## config.mk

```make
export PLATFORM = sky130hd
export DESIGN_NAME = matrix_mult
export DESIGN_NICKNAME = d
export VERILOG_FILES = /design/src/rtl/matrix_mult_pkg.sv /design/src/rtl/matrix_mult_dot3.sv /design/src/rtl/matrix_mult.sv
export SDC_FILE = /design/constraint.sdc
export NUM_CORES = 2
export LEC_CHECK = 0
export ABC_AREA = 1
export CAP_MARGIN = 5
export CORE_ASPECT_RATIO = 1.5
export CORE_MARGIN = 1.5
export CORE_UTILIZATION = 57
export DETAILED_ROUTE_END_ITERATION = 16
export PLACE_DENSITY = 0.79
export SETUP_SLACK_MARGIN = 0.1
export SLEW_MARGIN = 20
export SYNTH_ARGS = -nofsm -noshare
export SYNTH_HDL_FRONTEND = slang
export SYNTH_SLANG_ARGS = --single-unit
```

## constraint.sdc

```tcl
create_clock -name clk -period 4.1 [get_ports clk]
set_input_delay 1.025 -clock clk [delete_from_list [all_inputs] [get_ports clk]]
set_output_delay 1.025 -clock clk [all_outputs]
set_load 0.02 [all_outputs]
```

## src/rtl/matrix_mult_pkg.sv

```systemverilog
// Shared constants and FSM encoding for the 3x3 unsigned matrix multiplier.
package matrix_mult_pkg;
  localparam int DATA_W = 8;
  localparam int N      = 3;
  localparam int PROD_W = 16;
  localparam int SUM_W  = 18;

  typedef enum logic [1:0] {
    LOAD = 2'd0,
    MUL  = 2'd1,
    ADD  = 2'd2,
    DONE = 2'd3
  } state_e;
endpackage

```

## src/rtl/matrix_mult_dot3.sv

```systemverilog
// One output element: registers three products, then their mod-256 sum.
module matrix_mult_dot3
  import matrix_mult_pkg::*;
(
  input  logic                        clk,
  input  logic                        rst,
  input  logic                        mul_en,
  input  logic                        add_en,
  input  logic [N-1:0][DATA_W-1:0]    a_i,
  input  logic [N-1:0][DATA_W-1:0]    b_i,
  output logic [DATA_W-1:0]           sum_o
);
  logic [N-1:0][PROD_W-1:0] prod_q;
  logic [DATA_W-1:0]        sum_q;
  logic [SUM_W-1:0]         sum_full;
  logic                     unused_sum_hi;

  always_comb begin
    sum_full = '0;
    for (int k = 0; k < N; k++) sum_full = sum_full + SUM_W'(prod_q[k]);
  end

  // Only the low byte survives; the carry bits are deliberately discarded.
  assign unused_sum_hi = ^sum_full[SUM_W-1:DATA_W];

  always_ff @(posedge clk) begin
    if (rst) begin
      prod_q <= '0;
      sum_q  <= '0;
    end else begin
      if (mul_en)
        for (int k = 0; k < N; k++) prod_q[k] <= PROD_W'(a_i[k]) * PROD_W'(b_i[k]);
      if (add_en) sum_q <= sum_full[DATA_W-1:0];
    end
  end

  assign sum_o = sum_q;
endmodule

```

## src/rtl/matrix_mult.sv

```systemverilog
// 3x3 unsigned matrix multiply: capture once after reset, 3-cycle pipeline, hold result.
module matrix_mult
  import matrix_mult_pkg::*;
(
  input  logic              clk,
  input  logic              rst,
  input  logic [DATA_W-1:0] a0, a1, a2, a3, a4, a5, a6, a7, a8,
  input  logic [DATA_W-1:0] b0, b1, b2, b3, b4, b5, b6, b7, b8,
  output logic [DATA_W-1:0] c0, c1, c2, c3, c4, c5, c6, c7, c8,
  output logic              done
);
  state_e                          state_q, state_d;
  logic [N*N-1:0][DATA_W-1:0]      a_q, b_q, a_d, b_d, c_w;
  logic                            done_q;
  logic                            mul_en, add_en;

  assign a_d = {a8, a7, a6, a5, a4, a3, a2, a1, a0};
  assign b_d = {b8, b7, b6, b5, b4, b3, b2, b1, b0};

  always_comb begin
    state_d = state_q;
    case (state_q)
      LOAD:    state_d = MUL;
      MUL:     state_d = ADD;
      ADD:     state_d = DONE;
      default: state_d = DONE;
    endcase
  end

  always_ff @(posedge clk) begin
    if (rst) begin
      state_q <= LOAD;
      a_q     <= '0;
      b_q     <= '0;
      done_q  <= 1'b0;
    end else begin
      state_q <= state_d;
      if (state_q == LOAD) begin
        a_q <= a_d;
        b_q <= b_d;
      end
      // done rises on the same edge the dot units register their sums.
      if (state_q == ADD) done_q <= 1'b1;
    end
  end

  assign mul_en = (state_q == MUL);
  assign add_en = (state_q == ADD);

  for (genvar i = 0; i < N; i++) begin : g_row
    for (genvar j = 0; j < N; j++) begin : g_col
      logic [N-1:0][DATA_W-1:0] arow, bcol;
      for (genvar k = 0; k < N; k++) begin : g_k
        assign arow[k] = a_q[i*N+k];
        assign bcol[k] = b_q[k*N+j];
      end
      matrix_mult_dot3 u_dot (
        .clk    (clk),
        .rst    (rst),
        .mul_en (mul_en),
        .add_en (add_en),
        .a_i    (arow),
        .b_i    (bcol),
        .sum_o  (c_w[i*N+j])
      );
    end
  end

  assign {c8, c7, c6, c5, c4, c3, c2, c1, c0} = c_w;
  assign done = done_q;
endmodule

```

# == After elaboration in Yosys (flattened, before gate mapping) ==
# Cells that the tools add are included.
# classes
addsub,18
mul,27
n_eq_ne,2
mux,1
reduce_logical,1
# op_table
operator,count
8-bit by 8-bit multiplier with 8-bit output,27
8-bit adder,18
2-bit one-hot mux with 2 select lines,1
"2-bit by 1-bit equality test with 1-bit output, second input constant",1
"2-bit equality test, second input constant",1
2-bit logical NOT,1
# totals
regBits,435
input_bits,146
wordCells,105

# == Depth between registers and ports, before layout ==
# logic_depth
ltp_word,2
depth_mapped,24
mapped_depth_nobuf,22

# == By module ==
# Synthesis repeated with hierarchy kept, for this count alone.
# hier_totals
hier_cells,7239
hier_area_um2,47755.8
# by_module_without_submodules
module,n_inst,cells_each,area_each_um2,seq_area_each_um2
matrix_mult_dot3 at g_row[0].g_col[0].u_dot ...,5,700,4614.4,640.6
matrix_mult,1,923,5929.4,2942.8
matrix_mult_dot3 at g_row[1].g_col[2].u_dot,1,714,4732.0,640.6
matrix_mult_dot3 at g_row[2].g_col[0].u_dot,1,716,4700.8,640.6
matrix_mult_dot3 at g_row[2].g_col[1].u_dot,1,698,4660.7,640.6
matrix_mult_dot3 at g_row[2].g_col[2].u_dot,1,688,4660.7,640.6

# == Least setup slack after synthesis ==
# No wires, ideal clock.
# synth_timing
path_kind,register -> register
startpoint,register a_q[25] (netlist bit)
endpoint,register g_row[1].g_col[0].u_dot.prod_q[7] (netlist bit)
setup_time_ps,117
arrival_ps,4170
required_time_ps,3983
path_slack_ps,-187
stages_incl_launch_ff,24
path_buffers,2
cell_sequence,dfxtp_1 -> clkbuf_1 -> clkbuf_1 -> nand2_1 -> fa_1 -> fa_1 -> inv_1 -> fa_1 -> inv_1 -> fa_1 -> inv_1 -> ha_1 -> nand2_1 -> nand2_1 -> a21oi_1 -> inv_1 -> nand2_1 -> nand2_1 -> nand2_1 -> nand2_1 -> nand2_1 -> nand2_1 -> nor2_1 -> nor2_1
# synth_between
elab_chain_cells,1
# synth_rtl
item,line_no,rtl
"start, declared",matrix_mult.sv:13,"logic [N*N-1:0][DATA_W-1:0] a_q, b_q, a_d, b_d, c_w;"
"start signal, assigned",matrix_mult.sv:33,a_q <= '0;
"start signal, assigned",matrix_mult.sv:39,a_q <= a_d;
8-bit by 8-bit multiplier with 8-bit output,matrix_mult_dot3.sv:32,for (int k = 0; k < N; k++) prod_q[k] <= PROD_W'(a_i[k]) * PROD_W'(b_i[k]);
"end signal, assigned",matrix_mult_dot3.sv:28,prod_q <= '0;
"end, declared",matrix_mult_dot3.sv:13,logic [N-1:0][PROD_W-1:0] prod_q;
# Every way passes these cells.
# A chain may end at the register's enable or synchronous reset.

# == Final worst setup path ==
# layout_timing
startpoint,register b_q[43] (netlist bit)
endpoint,register g_row[1].g_col[2].u_dot.prod_q[23] (netlist bit)
# layout_between
elab_chain_cells,1
# layout_rtl
item,line_no,rtl
"start, declared",matrix_mult.sv:13,
"start signal, assigned",matrix_mult.sv:34,b_q <= '0;
"start signal, assigned",matrix_mult.sv:40,b_q <= b_d;
8-bit by 8-bit multiplier with 8-bit output,matrix_mult_dot3.sv:32,
"end signal, assigned",matrix_mult_dot3.sv:28,
"end, declared",matrix_mult_dot3.sv:13,
# Every way passes these cells.

==> results.md <==
- Hold Path Sink: done
- Multi-input gate area: 30100 sq um
- ANT nets after route: 0
- Dominant cell type by area after synthesis: dfxtp_1
- Post-synth cell types: 35
- Final Skew: 0.03072 ns
- Share of cells above drive strength 1: 0.07510
- Nets@finish: 7796
- Worst path bufs/invs: 5
- Final hold viol count: 0
- Worst hold slack: 0.4782 ns
- Largest family of logic cells by synthesized area: adder cells
- Logic pwr share: 0.370
- RSZ-0062 raised after global routing: yes
- Register area share after synthesis: 0.1909
- Sw Ratio: 0.3931
- Initial drt markers: 3089
- Final wirelength: 137000 microns
- CTS max path bufs: 3
- Vias: 41.28k
- CTS root buf: clkbuf_16
- H-tree Lvls: 2
- Hold bufs inserted after CTS: 0
- CP endpoint kind: flip-flop
- Most area-consuming cells after synthesis: dfxtp_1, fa_1, nand2_1
- IO Pins: 219
- Row count: 126
- Post-synthesis simple-gate area fraction: 0.2264
- Die Height: 349.5 microns
- Internal power: 0.009467 W
- Post-Synth Adder-Cell Area: 0.3070
- Worst rel slew slack: 0.3052
- Fillers: 6768
- Initial Utilization: 0.5777
- Core box area: 78980 sq um
- Detailed-route DRC error count: 0
- Slew Limit Fails: 0
- TNS Setup: 0 ns
- Post-Syn Nets: 7581
- CP startpoint kind: flip-flop
- Synth-to-Final Area Change: 14.38%
- Min-Delay Startpoint: done
- First-pass GRT wire length: 215700 microns
- Crit path max-delay family: adder cells
- Seq cells post-synth: 435
- Synth Area in Compound Gates: 0.07624
- Most frequent cells in the layout: nand2_1, inv_1, ha_1, nor2_1, fa_1
- R2r endpoint: g_row[1].g_col[2].u_dot.prod_q[23]
- Crit-path cells: buf_4 -> nand2_1 -> inv_1 -> fa_1 -> inv_1 -> fa_1 -> fa_1 -> fa_1 -> inv_1 -> ha_1 -> a21oi_2 -> nand2_1 -> nand2_1 -> nand2_1 -> nand3b_1 -> nand3_1 -> nand3_1 -> nand2_1 -> inv_1
- WP data arrival: 4.38 ns
- Largest net degree at the start of global routing: 117
- Gpl congestion: 0.9899
- Worst skew pair latency: 0.64 ns
- Via density: 5.273
- Initial antenna violation count: 4
- Die W: 234.0 microns
- Period utilisation layout: 0.9400
- CTS sink cnt: 435
- Max VDD drop: 0.3078 mV
- Outcome: complete, no violations
- Commonest non-fill, non-tap cell in the layout: nand2_1
- HP Class: reg -> reg
- Post-Synthesis Cells: 6553
- Fin crit period: 3.854 ns
- LEAKAGE: 31.38 nW
- Total Routing Usage GR: 0.3389
- CTS Buf Count: 47
- Sequential Power Share: 0.336
- Sequential cell area: 8861 sq um
- CTS tree: built
- Post-Synth XOR/XNOR Area: 0.03872
- Count of input and output buffers: 218
- Mapped cell area: 45630 sq um
- Reg2Reg Depth: 19
- PwrDens: 298.9 nW/um^2
- Setup slack, reg-to-reg: 0.25 ns
- Fmax: 259.5 MHz
- Die ar.: 81790 sq um
- Remaining global-route overflow: 0
- CP startpoint: b_q[43]
- Top-area cell type share of the netlist area: 0.1909
- Worst-Margin Slew: 1.042 ns
- Max-cap violation count: 0
- Syn Area/Cell: 6.963 sq um
- Cells on Worst Hold Path: 2
- Critical Path Most Common Cell: nand2_1
- Clock share of power: 0.294
- Max Fanout on Critical Path: 8
- DP HPWL: 107100 microns
- Sw Pwr: 0.006133 W
- Clock slew at reported path FFs: 0.06 ns
- Initial DRT Pass Iterations: 6
- Post-synthesis mux area share: 0
- DR WL/cell: 17.50 microns
- Worst r2r src: b_q[43]
- Max incr delay on CP: 0.52 ns
- Worst Path Class, Setup: reg -> reg
- Worst path required time: 4.62 ns
- Synthesis Warnings: 0
- Final setup violation count: 0
- Slowest CP cell: fa_1
- Vias in the first global route: 40.62k
==> tightest hold or removal path, cell delays in order, from the launching register on <==
cell and delay [ns]:
dfxtp_1 0.33, nor2_1 0.05, nor2_1 0.07
==> cell type report <==
type,count,area share
Clock inverter,27,0.006353
Sequential cell,435,0.1698
Clock buffer,58,0.02448
Multi-Input combinational cell,4243,0.5767
Inverter,1557,0.1122
Antenna cell,1,0.00004795
Tap cell,1024,0.02455
Timing Repair Buffer,484,0.08585
==> stage by stage <==
step / setup slack (ns) / util / power, W / cells / instance area [sq um]
2_1_floorplan: 0.04773 / - / 0.008552 / 6553 / 45670
3_3_place_gp: 0.07159 / 0.6300 / 0.01057 / 7731 / 49760
3_5_place_dp: 0.02605 / 0.6300 / 0.01072 / 7731 / 49760
4_1_cts: 0.08688 / 0.6505 / 0.01534 / 7816 / 51380
5_1_grt: 0.04840 / 0.6608 / 0.01646 / 7829 / 52190
6_report: 0.2461 / 0.6608 / 0.01560 / 7829 / 52190
==> power groups by stage <==
stage | clock network [W] | registers (W) | logic [W]
after global placement | 0 | 0.00530 | 0.00527
after detailed placement | 0 | 0.00531 | 0.00541
final | 0.00458 | 0.00525 | 0.00577
after floorplan | 0 | 0.00497 | 0.00358
after CTS | 0.00464 | 0.00522 | 0.00549
after global routing | 0.00477 | 0.00527 | 0.00642
==> how the worst max path moves through the flow <==
stage	cells past startpoint	endpoint
after CTS	20	g_row[0].g_col[1].u_dot.prod_q[7]
after global routing	21	g_row[1].g_col[0].u_dot.prod_q[7]
after detailed placement	20	g_row[0].g_col[1].u_dot.prod_q[7]
after floorplan	23	g_row[1].g_col[0].u_dot.prod_q[7]
final	19	g_row[1].g_col[2].u_dot.prod_q[23]
after global placement	20	g_row[0].g_col[1].u_dot.prod_q[7]
==> cell families (layout without fill, tap and decap cells) <==
kind of cell | count (synthesis) | in the layout
compound gates | 568 | 568
flops | 435 | 435
buf+inv | 1875 | 2126
simple gates | 2593 | 2593
xor+xnor | 200 | 200
fa+ha+maj | 882 | 882
other cells | 0 | 1
==> sequential cells by signal, summed over array words and instances (netlist names) <==
name and cells:
a_q 72, b_q 72, done 1, g_row.g_col.u_dot.prod_q 216, g_row.g_col.u_dot.sum_o 72, state_q 2
==> synth_stat cells, drive strengths merged <==
cell type	number
fa	396
nand2b	12
nand4	9
inv	1557
o221ai	26
nand3b	48
a21oi	119
o22ai	27
xnor2	62
buf	170
xor2	138
nor2	453
a211oi	4
a21o	30
a31oi	4
o21ba	1
or2	5
nand2	1804
dfxtp	435
ha	486
a22o	101
nand3	262
o21bai	2
clkbuf	148
a32o	5
o21ai	249
==> layer usage <==
metal / routed length, microns / track usage / up-vias
li1: - / - / 19971
met1: 53260 / 0.4070 / 19360
met2: 63890 / 0.5619 / 1538
met3: 8802 / 0.04123 / 411
met4: 11010 / 0.2351 / 4
met5: 27 / 0 / -
==> what timing repair did <==
| action | 4_1_cts | 5_1_grt |
|---|---|---|
| resized for setup | 8 | 185 |
| buffers inserted | 0 | 12 |
| pin swaps | 0 | 41 |
| setup endpoints to repair | 7 | 30 |
Note: power is estimated with default switching activity, not from simulation.
